--- src/rtl/reg_rename_file_if.sv ---
// rtl/reg_rename_file_if.sv - dispatch/commit/query bundle between ROB, decoder and rename file
interface reg_rename_file_if #(
  parameter int XLEN  = 32,
  parameter int REG_W = 5,
  parameter int ROB_W = 4
);
  logic             rdy;
  logic             flush;
  logic [REG_W-1:0] q1_idx;
  logic [REG_W-1:0] q2_idx;
  logic             q1_busy;
  logic [ROB_W-1:0] q1_tag;
  logic [XLEN-1:0]  q1_val;
  logic             q2_busy;
  logic [ROB_W-1:0] q2_tag;
  logic [XLEN-1:0]  q2_val;
  logic             rn_en;
  logic [REG_W-1:0] rn_rd;
  logic [ROB_W-1:0] rn_tag;
  logic             cm_en;
  logic [REG_W-1:0] cm_rd;
  logic [ROB_W-1:0] cm_tag;
  logic [XLEN-1:0]  cm_val;
  logic [31:0]      commit_cnt;

  modport master (
    output rdy, flush, q1_idx, q2_idx, rn_en, rn_rd, rn_tag,
           cm_en, cm_rd, cm_tag, cm_val,
    input  q1_busy, q1_tag, q1_val, q2_busy, q2_tag, q2_val, commit_cnt
  );

  modport slave (
    input  rdy, flush, q1_idx, q2_idx, rn_en, rn_rd, rn_tag,
           cm_en, cm_rd, cm_tag, cm_val,
    output q1_busy, q1_tag, q1_val, q2_busy, q2_tag, q2_val, commit_cnt
  );
endinterface

--- src/rtl/reg_rename_file.sv ---
// rtl/reg_rename_file.sv - architectural register file with rename-tag table and commit bypass
module reg_rename_file #(
  parameter int XLEN  = 32,
  parameter int REG_W = 5,
  parameter int ROB_W = 4
) (
  input  logic              clk,
  input  logic              rst,
  reg_rename_file_if.slave  bus
);
  localparam int NREG = 2 ** REG_W;

  logic [XLEN-1:0]  r_val [NREG];
  logic [ROB_W-1:0] r_tag [NREG];
  logic [NREG-1:0]  r_busy;
  logic [31:0]      r_commit_cnt;

  logic             w_cm_wr;
  logic             w_rn_wr;
  logic [REG_W-1:0] w_idx  [2];
  logic             w_busy [2];
  logic [ROB_W-1:0] w_tag  [2];
  logic [XLEN-1:0]  w_val  [2];

  assign w_cm_wr  = bus.cm_en && (bus.cm_rd != '0);
  assign w_rn_wr  = bus.rn_en && (bus.rn_rd != '0) && !bus.flush;
  assign w_idx[0] = bus.q1_idx;
  assign w_idx[1] = bus.q2_idx;

  // Queries reflect pre-edge state; a matching commit in flight is forwarded directly.
  always_comb begin
    for (int s = 0; s < 2; s++) begin
      w_busy[s] = 1'b0;
      w_tag[s]  = '0;
      w_val[s]  = '0;
      if (r_busy[w_idx[s]]) begin
        if (bus.cm_en && (bus.cm_rd == w_idx[s]) && (bus.cm_tag == r_tag[w_idx[s]])) begin
          w_val[s] = bus.cm_val;
        end else begin
          w_busy[s] = 1'b1;
          w_tag[s]  = r_tag[w_idx[s]];
        end
      end else begin
        w_val[s] = r_val[w_idx[s]];
      end
    end
  end

  assign bus.q1_busy    = w_busy[0];
  assign bus.q1_tag     = w_tag[0];
  assign bus.q1_val     = w_val[0];
  assign bus.q2_busy    = w_busy[1];
  assign bus.q2_tag     = w_tag[1];
  assign bus.q2_val     = w_val[1];
  assign bus.commit_cnt = r_commit_cnt;

  // Rename/flush are applied after commit so they win busy/tag on a same-register collision.
  always_ff @(posedge clk) begin
    if (!rst) begin
      for (int i = 0; i < NREG; i++) begin
        r_val[i] <= '0;
        r_tag[i] <= '0;
      end
      r_busy       <= '0;
      r_commit_cnt <= '0;
    end else if (bus.rdy) begin
      if (w_cm_wr) begin
        r_val[bus.cm_rd] <= bus.cm_val;
        r_commit_cnt     <= r_commit_cnt + 32'd1;
        if (r_tag[bus.cm_rd] == bus.cm_tag) begin
          r_busy[bus.cm_rd] <= 1'b0;
        end
      end
      if (bus.flush) begin
        r_busy <= '0;
      end else if (w_rn_wr) begin
        r_busy[bus.rn_rd] <= 1'b1;
        r_tag[bus.rn_rd]  <= bus.rn_tag;
      end
    end
  end
endmodule

--- src/flat_wrapper.sv ---
// flat-port wrapper written by rule: the top's interface ports become plain ports
module reg_rename_file_flat 
#(
  parameter int XLEN  = 32,
  parameter int REG_W = 5,
  parameter int ROB_W = 4
)
  (clk, rst, bus_rdy, bus_flush, bus_q1_idx, bus_q2_idx, bus_rn_en, bus_rn_rd, bus_rn_tag, bus_cm_en, bus_cm_rd, bus_cm_tag, bus_cm_val, bus_q1_busy, bus_q1_tag, bus_q1_val, bus_q2_busy, bus_q2_tag, bus_q2_val, bus_commit_cnt);
  reg_rename_file_if #(.XLEN(XLEN), .REG_W(REG_W), .ROB_W(ROB_W)) bus_i ();
  input  logic clk;
  input  logic rst;
  input wire logic [$bits(bus_i.rdy)-1:0] bus_rdy;
  input wire logic [$bits(bus_i.flush)-1:0] bus_flush;
  input wire logic [$bits(bus_i.q1_idx)-1:0] bus_q1_idx;
  input wire logic [$bits(bus_i.q2_idx)-1:0] bus_q2_idx;
  input wire logic [$bits(bus_i.rn_en)-1:0] bus_rn_en;
  input wire logic [$bits(bus_i.rn_rd)-1:0] bus_rn_rd;
  input wire logic [$bits(bus_i.rn_tag)-1:0] bus_rn_tag;
  input wire logic [$bits(bus_i.cm_en)-1:0] bus_cm_en;
  input wire logic [$bits(bus_i.cm_rd)-1:0] bus_cm_rd;
  input wire logic [$bits(bus_i.cm_tag)-1:0] bus_cm_tag;
  input wire logic [$bits(bus_i.cm_val)-1:0] bus_cm_val;
  output wire logic [$bits(bus_i.q1_busy)-1:0] bus_q1_busy;
  output wire logic [$bits(bus_i.q1_tag)-1:0] bus_q1_tag;
  output wire logic [$bits(bus_i.q1_val)-1:0] bus_q1_val;
  output wire logic [$bits(bus_i.q2_busy)-1:0] bus_q2_busy;
  output wire logic [$bits(bus_i.q2_tag)-1:0] bus_q2_tag;
  output wire logic [$bits(bus_i.q2_val)-1:0] bus_q2_val;
  output wire logic [$bits(bus_i.commit_cnt)-1:0] bus_commit_cnt;
  assign bus_i.rdy = bus_rdy;
  assign bus_i.flush = bus_flush;
  assign bus_i.q1_idx = bus_q1_idx;
  assign bus_i.q2_idx = bus_q2_idx;
  assign bus_i.rn_en = bus_rn_en;
  assign bus_i.rn_rd = bus_rn_rd;
  assign bus_i.rn_tag = bus_rn_tag;
  assign bus_i.cm_en = bus_cm_en;
  assign bus_i.cm_rd = bus_cm_rd;
  assign bus_i.cm_tag = bus_cm_tag;
  assign bus_i.cm_val = bus_cm_val;
  assign bus_q1_busy = bus_i.q1_busy;
  assign bus_q1_tag = bus_i.q1_tag;
  assign bus_q1_val = bus_i.q1_val;
  assign bus_q2_busy = bus_i.q2_busy;
  assign bus_q2_tag = bus_i.q2_tag;
  assign bus_q2_val = bus_i.q2_val;
  assign bus_commit_cnt = bus_i.commit_cnt;
  reg_rename_file #(.XLEN(XLEN), .REG_W(REG_W), .ROB_W(ROB_W)) u_core (.clk(clk), .rst(rst), .bus(bus_i));
endmodule
--- config.mk ---
export PLATFORM = sky130hd
export DESIGN_NAME = reg_rename_file_flat
export DESIGN_NICKNAME = d
export VERILOG_FILES = /design/src/rtl/reg_rename_file_if.sv /design/src/rtl/reg_rename_file.sv /design/src/flat_wrapper.sv
export SDC_FILE = /design/constraint.sdc
export NUM_CORES = 2
export LEC_CHECK = 0
export ABC_CLOCK_PERIOD_IN_PS = 5200
export CELL_PAD_IN_SITES_DETAIL_PLACEMENT = 1
export CELL_PAD_IN_SITES_GLOBAL_PLACEMENT = 1
export CORE_MARGIN = 2
export CORE_UTILIZATION = 54
export DETAILED_ROUTE_END_ITERATION = 10
export PLACE_DENSITY = 0.85
export SKIP_CTS_REPAIR_TIMING = 1
export SYNTH_ARGS = -nofsm -noshare
export SYNTH_HDL_FRONTEND = slang
export SYNTH_SLANG_ARGS = --single-unit
--- constraint.sdc ---
create_clock -name clk -period 5.2 [get_ports clk]
set_input_delay 0.52 -clock clk [delete_from_list [all_inputs] [get_ports clk]]
set_output_delay 0.52 -clock clk [all_outputs]
set_load 0.01 [all_outputs]
=== Word-level counts from Yosys, hierarchy flattened ===
Memories as Yosys holds them, arrays and structs flattened.
Cells that the tools add are included.

* Register bits: 64
* Latch bits: 0
* Bits in writable memories: 1,152
* Bits in read-only memories: 0
* Bits of input ports: 66
* Word-level logic and storage cells: 76
* Memories kept: 2

{| class="wikitable"
|+ Memory list
! memory !! depth !! width !! read ports !! clocked after memory_dff !! write ports !! RTL line !! text
|-
| u_core.r_val || 32 || 32 || 2 || 0 || 32 || reg_rename_file.sv:13 || <nowiki>logic [XLEN-1:0] r_val [NREG];</nowiki>
|-
| u_core.r_tag || 32 || 4 || 3 || 0 || 32 || reg_rename_file.sv:14 || <nowiki>logic [ROB_W-1:0] r_tag [NREG];</nowiki>
|}

* Add/subtract/negate cells: 1
* $mul: 0
* Divide/modulo/power cells: 0
* $lt $le $gt $ge: 6
* Eq/ne operators: 5
* Shift operators: 0
* Multiplexer cells: 42
* Bitwise gates (word level): 3
* Reductions and logical operators: 15

{| class="wikitable"
|+ Operator list
! kind !! count
|-
| 32-bit two-way mux || 11
|-
| 32-bit by 1-bit adder with 32-bit output, second input constant || 1
|-
| 32-bit AND || 1
|-
| 32-bit inverter || 1
|-
| 32-bit OR || 1
|-
| 32-bit OR reduction || 1
|-
| 5-bit by 6-bit less-than comparator with 1-bit output, second input constant || 4
|-
| 1-bit two-way mux || 20
|-
| 4-bit two-way mux || 5
|-
| 4-bit == test || 3
|-
| 1-bit binary-select mux with 5-bit select || 2
|-
| 1-bit demux with 5-bit select || 2
|-
| 5-bit == test || 2
|-
| 5-bit by 1-bit >= comparator with 1-bit output, second input constant || 2
|-
| 5-bit two-way mux || 2
|-
| 5-bit nonzero test || 2
|-
| 1-bit logical AND || 9
|-
| 4-bit OR reduction || 1
|-
| 2-bit AND reduction || 1
|-
| 1-bit zero test || 1
|}

=== Depth between registers and ports, before layout ===
* Depth after elaboration: 13
* Gate-level depth with buffers: 12
* Depth with buffers taken out: 8

=== Least setup slack after synthesis ===
Ideal clock, no wire load.

* Path type: input -> register
* Start point: input bus_cm_rd[1]
* End point: memory u_core.r_val[30][0] (enable)
* Arrival: 4,243 ps
* Data required time: 4,734 ps
* Path slack: 492 ps
* Stages on the path: 7
* Path buffers: 5
* Cells stage by stage: buf_2 > buf_4 > buf_2 > buf_2 > nand4b_1 > clkbuf_1 > o21ai_0

{| class="wikitable"
|+ RTL lines
! what !! RTL line !! text
|-
| start: declaration || flat_wrapper.sv:20 || <nowiki>input wire logic [$bits(bus_i.cm_rd)-1:0] bus_cm_rd;</nowiki>
|-
| end: declaration || reg_rename_file.sv:13 ||
|}

==> run summary <==
status: completed
Slew Limit Fails: 0
worst reg-to-reg path cell count: 8
CTS sink count: 1216
r2r endpoint: u_core.r_busy[1]$_SDFFE_PN0P_
crit-path max cell delay: 820 ps
mean post-synth cell area: 14.98 µm²
hold crit path type: input pin to flip-flop
largest net degree at the start of global routing: 116
Peak supply drop: 0.3795 mV
Routed Antenna Nets: 0
Clock Skews: 19.05 ps
Worst R2R Start: u_core.r_tag[14][1]$_SDFFCE_PN0P_
dominant cells by area after synthesis: edfxtp_1 (52%), mux4_2 (23%), and2_1 (9.4%), mux2i_1 (2.7%), dfxtp_1 (1.9%)
max-cap check violation count: 0
crit end category: primary output
DP Area: 71130 µm²
Die W: 356.6 µm
share of layout cells above drive strength 1: 0.2588
residual DRC count: 0
row cnt: 129
most frequent cells in the layout: edfxtp_1 (1152), and2_1 (1006), mux4_2 (699)
Ys Warns: 0
top-area cell type share of the netlist area: 0.5152
nets: 4574
total CTS buffers: 134
initial drt markers: 7751
Starting Density: 0.5438
first-pass GRT wire length: 347.2 mm
Worst-path clk slew: 60 ps
H-tree Lvls: 4
Final Hold Viols: 0
R2R Setup Slk: 1980 ps
hold_sp: rst
critical path, cell by cell: mux4_2, mux2_2, a2bb2oi_1, nand3_1, xor2_1, or4_2, buf_4, o22ai_1, clkdlybuf4s50_1
Clock Latency Late Sink: 760 ps
Pwr per Cell Area: 320.2 nW/µm²
Worst Hold Path EP: u_core.bus.commit_cnt[27]$_SDFFE_PN0P_
sequential fraction of the synthesis area: 0.5342
Final Cycle Share: 0.9889
Final HPWL DP: 145.8 mm
final setup vio count: 0
Routed WL: 244.4 mm
die area: 127200 µm²
Netlist Area Pre-Place: 67150 µm²
worst slew pin tran: 1405 ps
count of cell types in the netlist: 63
initial antenna violation count: 15
setup TNS: 0 ps
Max stage delay cell, worst path: or4_2
Vias: 46030
first drt pass iteration count: 5
RSZ-0062 raised after global routing: no
EDFF count, synth: 1152
Port Buffer Count: 171
Placer Congestion: 1.010
Crit Path Category: flip-flop to primary output
leading area contributor after synthesis: edfxtp_1
CP startpoint kind: flip-flop
fin util: 0.6100
Syn-to-layout area delta: 12.17%
clock root buffer: clkbuf_16
IO Count: 172
WP data required: 4680 ps
#FFs+latches synth: 1216
Die Height: 356.6 µm
Cells after Synth: 4484
grt ovf: 0
wire per inst: 39.02 µm
leakage: 25.73 nW
fin crit period: 5142 ps
hold path depth: 2
GRT Overall Usage: 0.3850
most common cell after layout, fill and taps aside: edfxtp_1
Finished Cell Area: 75320 µm²
clk buf depth: 3
most used flip-flop cell after synthesis: edfxtp_1
Via density: 7.351
Slew headroom: 0.05991
CP Max Fanout: 22
Core ar.: 123500 µm²
Max Clk Rate: 194.5 MHz
vias in the first global route: 47850
async set-or-reset flop fraction in the synthesized netlist: 0
WP data arrival: 4620 ps
CTS tree: done
-- cell type report --
| cell class | count | area (µm²) |
|---|---|---|
| inverter | 13 | 50.05 |
| timing repair buffer | 335 | 3236 |
| tap | 1637 | 2048 |
| antenna | 12 | 30.03 |
| clock inverter | 70 | 591.8 |
| sequential | 1216 | 35870 |
| fill | 11040 | 48150 |
| multi-input combinational | 2807 | 29920 |
| clock buffer | 172 | 3570 |
-- worst max-delay path, delay by kind of cell (launching register included) --
| kind | cells | cell delay, ps |
|---|---|---|
| buffers and inverters | 2 | 980 |
| flip-flops | 1 | 460 |
| AND/OR/NAND/NOR | 2 | 970 |
| AO/OA/AOI/OAI | 2 | 460 |
| XOR/XNOR | 1 | 190 |
| multiplexers | 2 | 780 |
-- how the worst max path moves through the flow --
stage / startpoint / end / slack [ps] / cells past startpoint
floorplan: bus_cm_rd[1] / u_core.r_val[30][0]$_SDFFCE_PN0P_ / 490 / 7
global placement: bus_q1_idx[1] / bus_q1_val[7] / 400 / 8
detailed placement: bus_q1_idx[1] / bus_q1_val[8] / 390 / 8
CTS: u_core.r_tag[16][1]$_SDFFCE_PN0P_ / bus_q2_val[14] / 80 / 9
global route: u_core.r_tag[16][1]$_SDFFCE_PN0P_ / bus_q2_val[14] / 2 / 9
finish: u_core.r_tag[6][1]$_SDFFCE_PN0P_ / bus_q2_val[14] / 60 / 9
-- cells in the mapped netlist, types with 7 or more instances --
master / instances
nor4_1: 16
buf_1: 34
clkbuf_1: 322
nor3b_1: 8
edfxtp_1: 1152
nor2_1: 82
a21oi_1: 14
nor4_2: 21
buf_6: 11
inv_1: 13
nand4_1: 17
mux2_2: 10
dfxtp_1: 64
nand3_1: 21
nand2b_1: 11
xor2_1: 16
mux4_2: 699
nand2_1: 226
buf_4: 11
and2_1: 1006
xnor2_1: 29
and3_1: 137
o22ai_1: 69
o21ai_1: 32
mux2i_1: 181
buf_2: 105
nor2b_1: 17
o22ai_2: 30
o21ai_0: 34
or3_1: 7
nor3_1: 17
o211ai_1: 7
-- power by group --
group          switching (mW)  total, mW  internal (mW)
clock                    4.07       9.33           5.26
sequential              0.338       11.5           11.2
combinational            1.80       3.24           1.44
-- per-stage QoR --
stage	hold slack [ps]	instances	worst slack [ps]	total power, mW
finish	283.0	6262	57.64	24.11
global route	297.2	6250	1.856	24.55
CTS	252.6	6250	77.94	24.02
detailed placement	460.3	6008	387.8	14.84
global placement	452.2	6008	396.4	14.67
floorplan	435.0	4519	491.6	13.55
-- state kept, by name, summed over array words and instances, names as in the netlist --
name                   count
u_core.r_val            1024
u_core.r_busy             32
u_core.bus.commit_cnt     32
u_core.r_tag             128
-- per-layer routing --
layer / vias to the layer above / routed length (µm) / part of all wire / GRT usage
met5: - / 58 / 0.00024 / 0
met1: 23620 / 81300 / 0.33 / 0.4856
met2: 4016 / 114300 / 0.47 / 0.6019
li1: 17370 / - / - / -
met4: 4 / 17790 / 0.073 / 0.2473
met3: 1024 / 30910 / 0.13 / 0.09171
-- cells by family after synthesis --
logic type / after synthesis / share of synthesized area
and+or+nand+nor: 1617 / 0.1420
DFF: 1216 / 0.5342
muxes: 892 / 0.2634
buffers and inverters: 496 / 0.03153
AOI/OAI and AO/OA: 216 / 0.02266
xor gates and xnor gates: 45 / 0.005869
adders and majority gates: 1 / 0.0001863
other: 1 / 0.00005585
(Power assumes the default switching activity.)
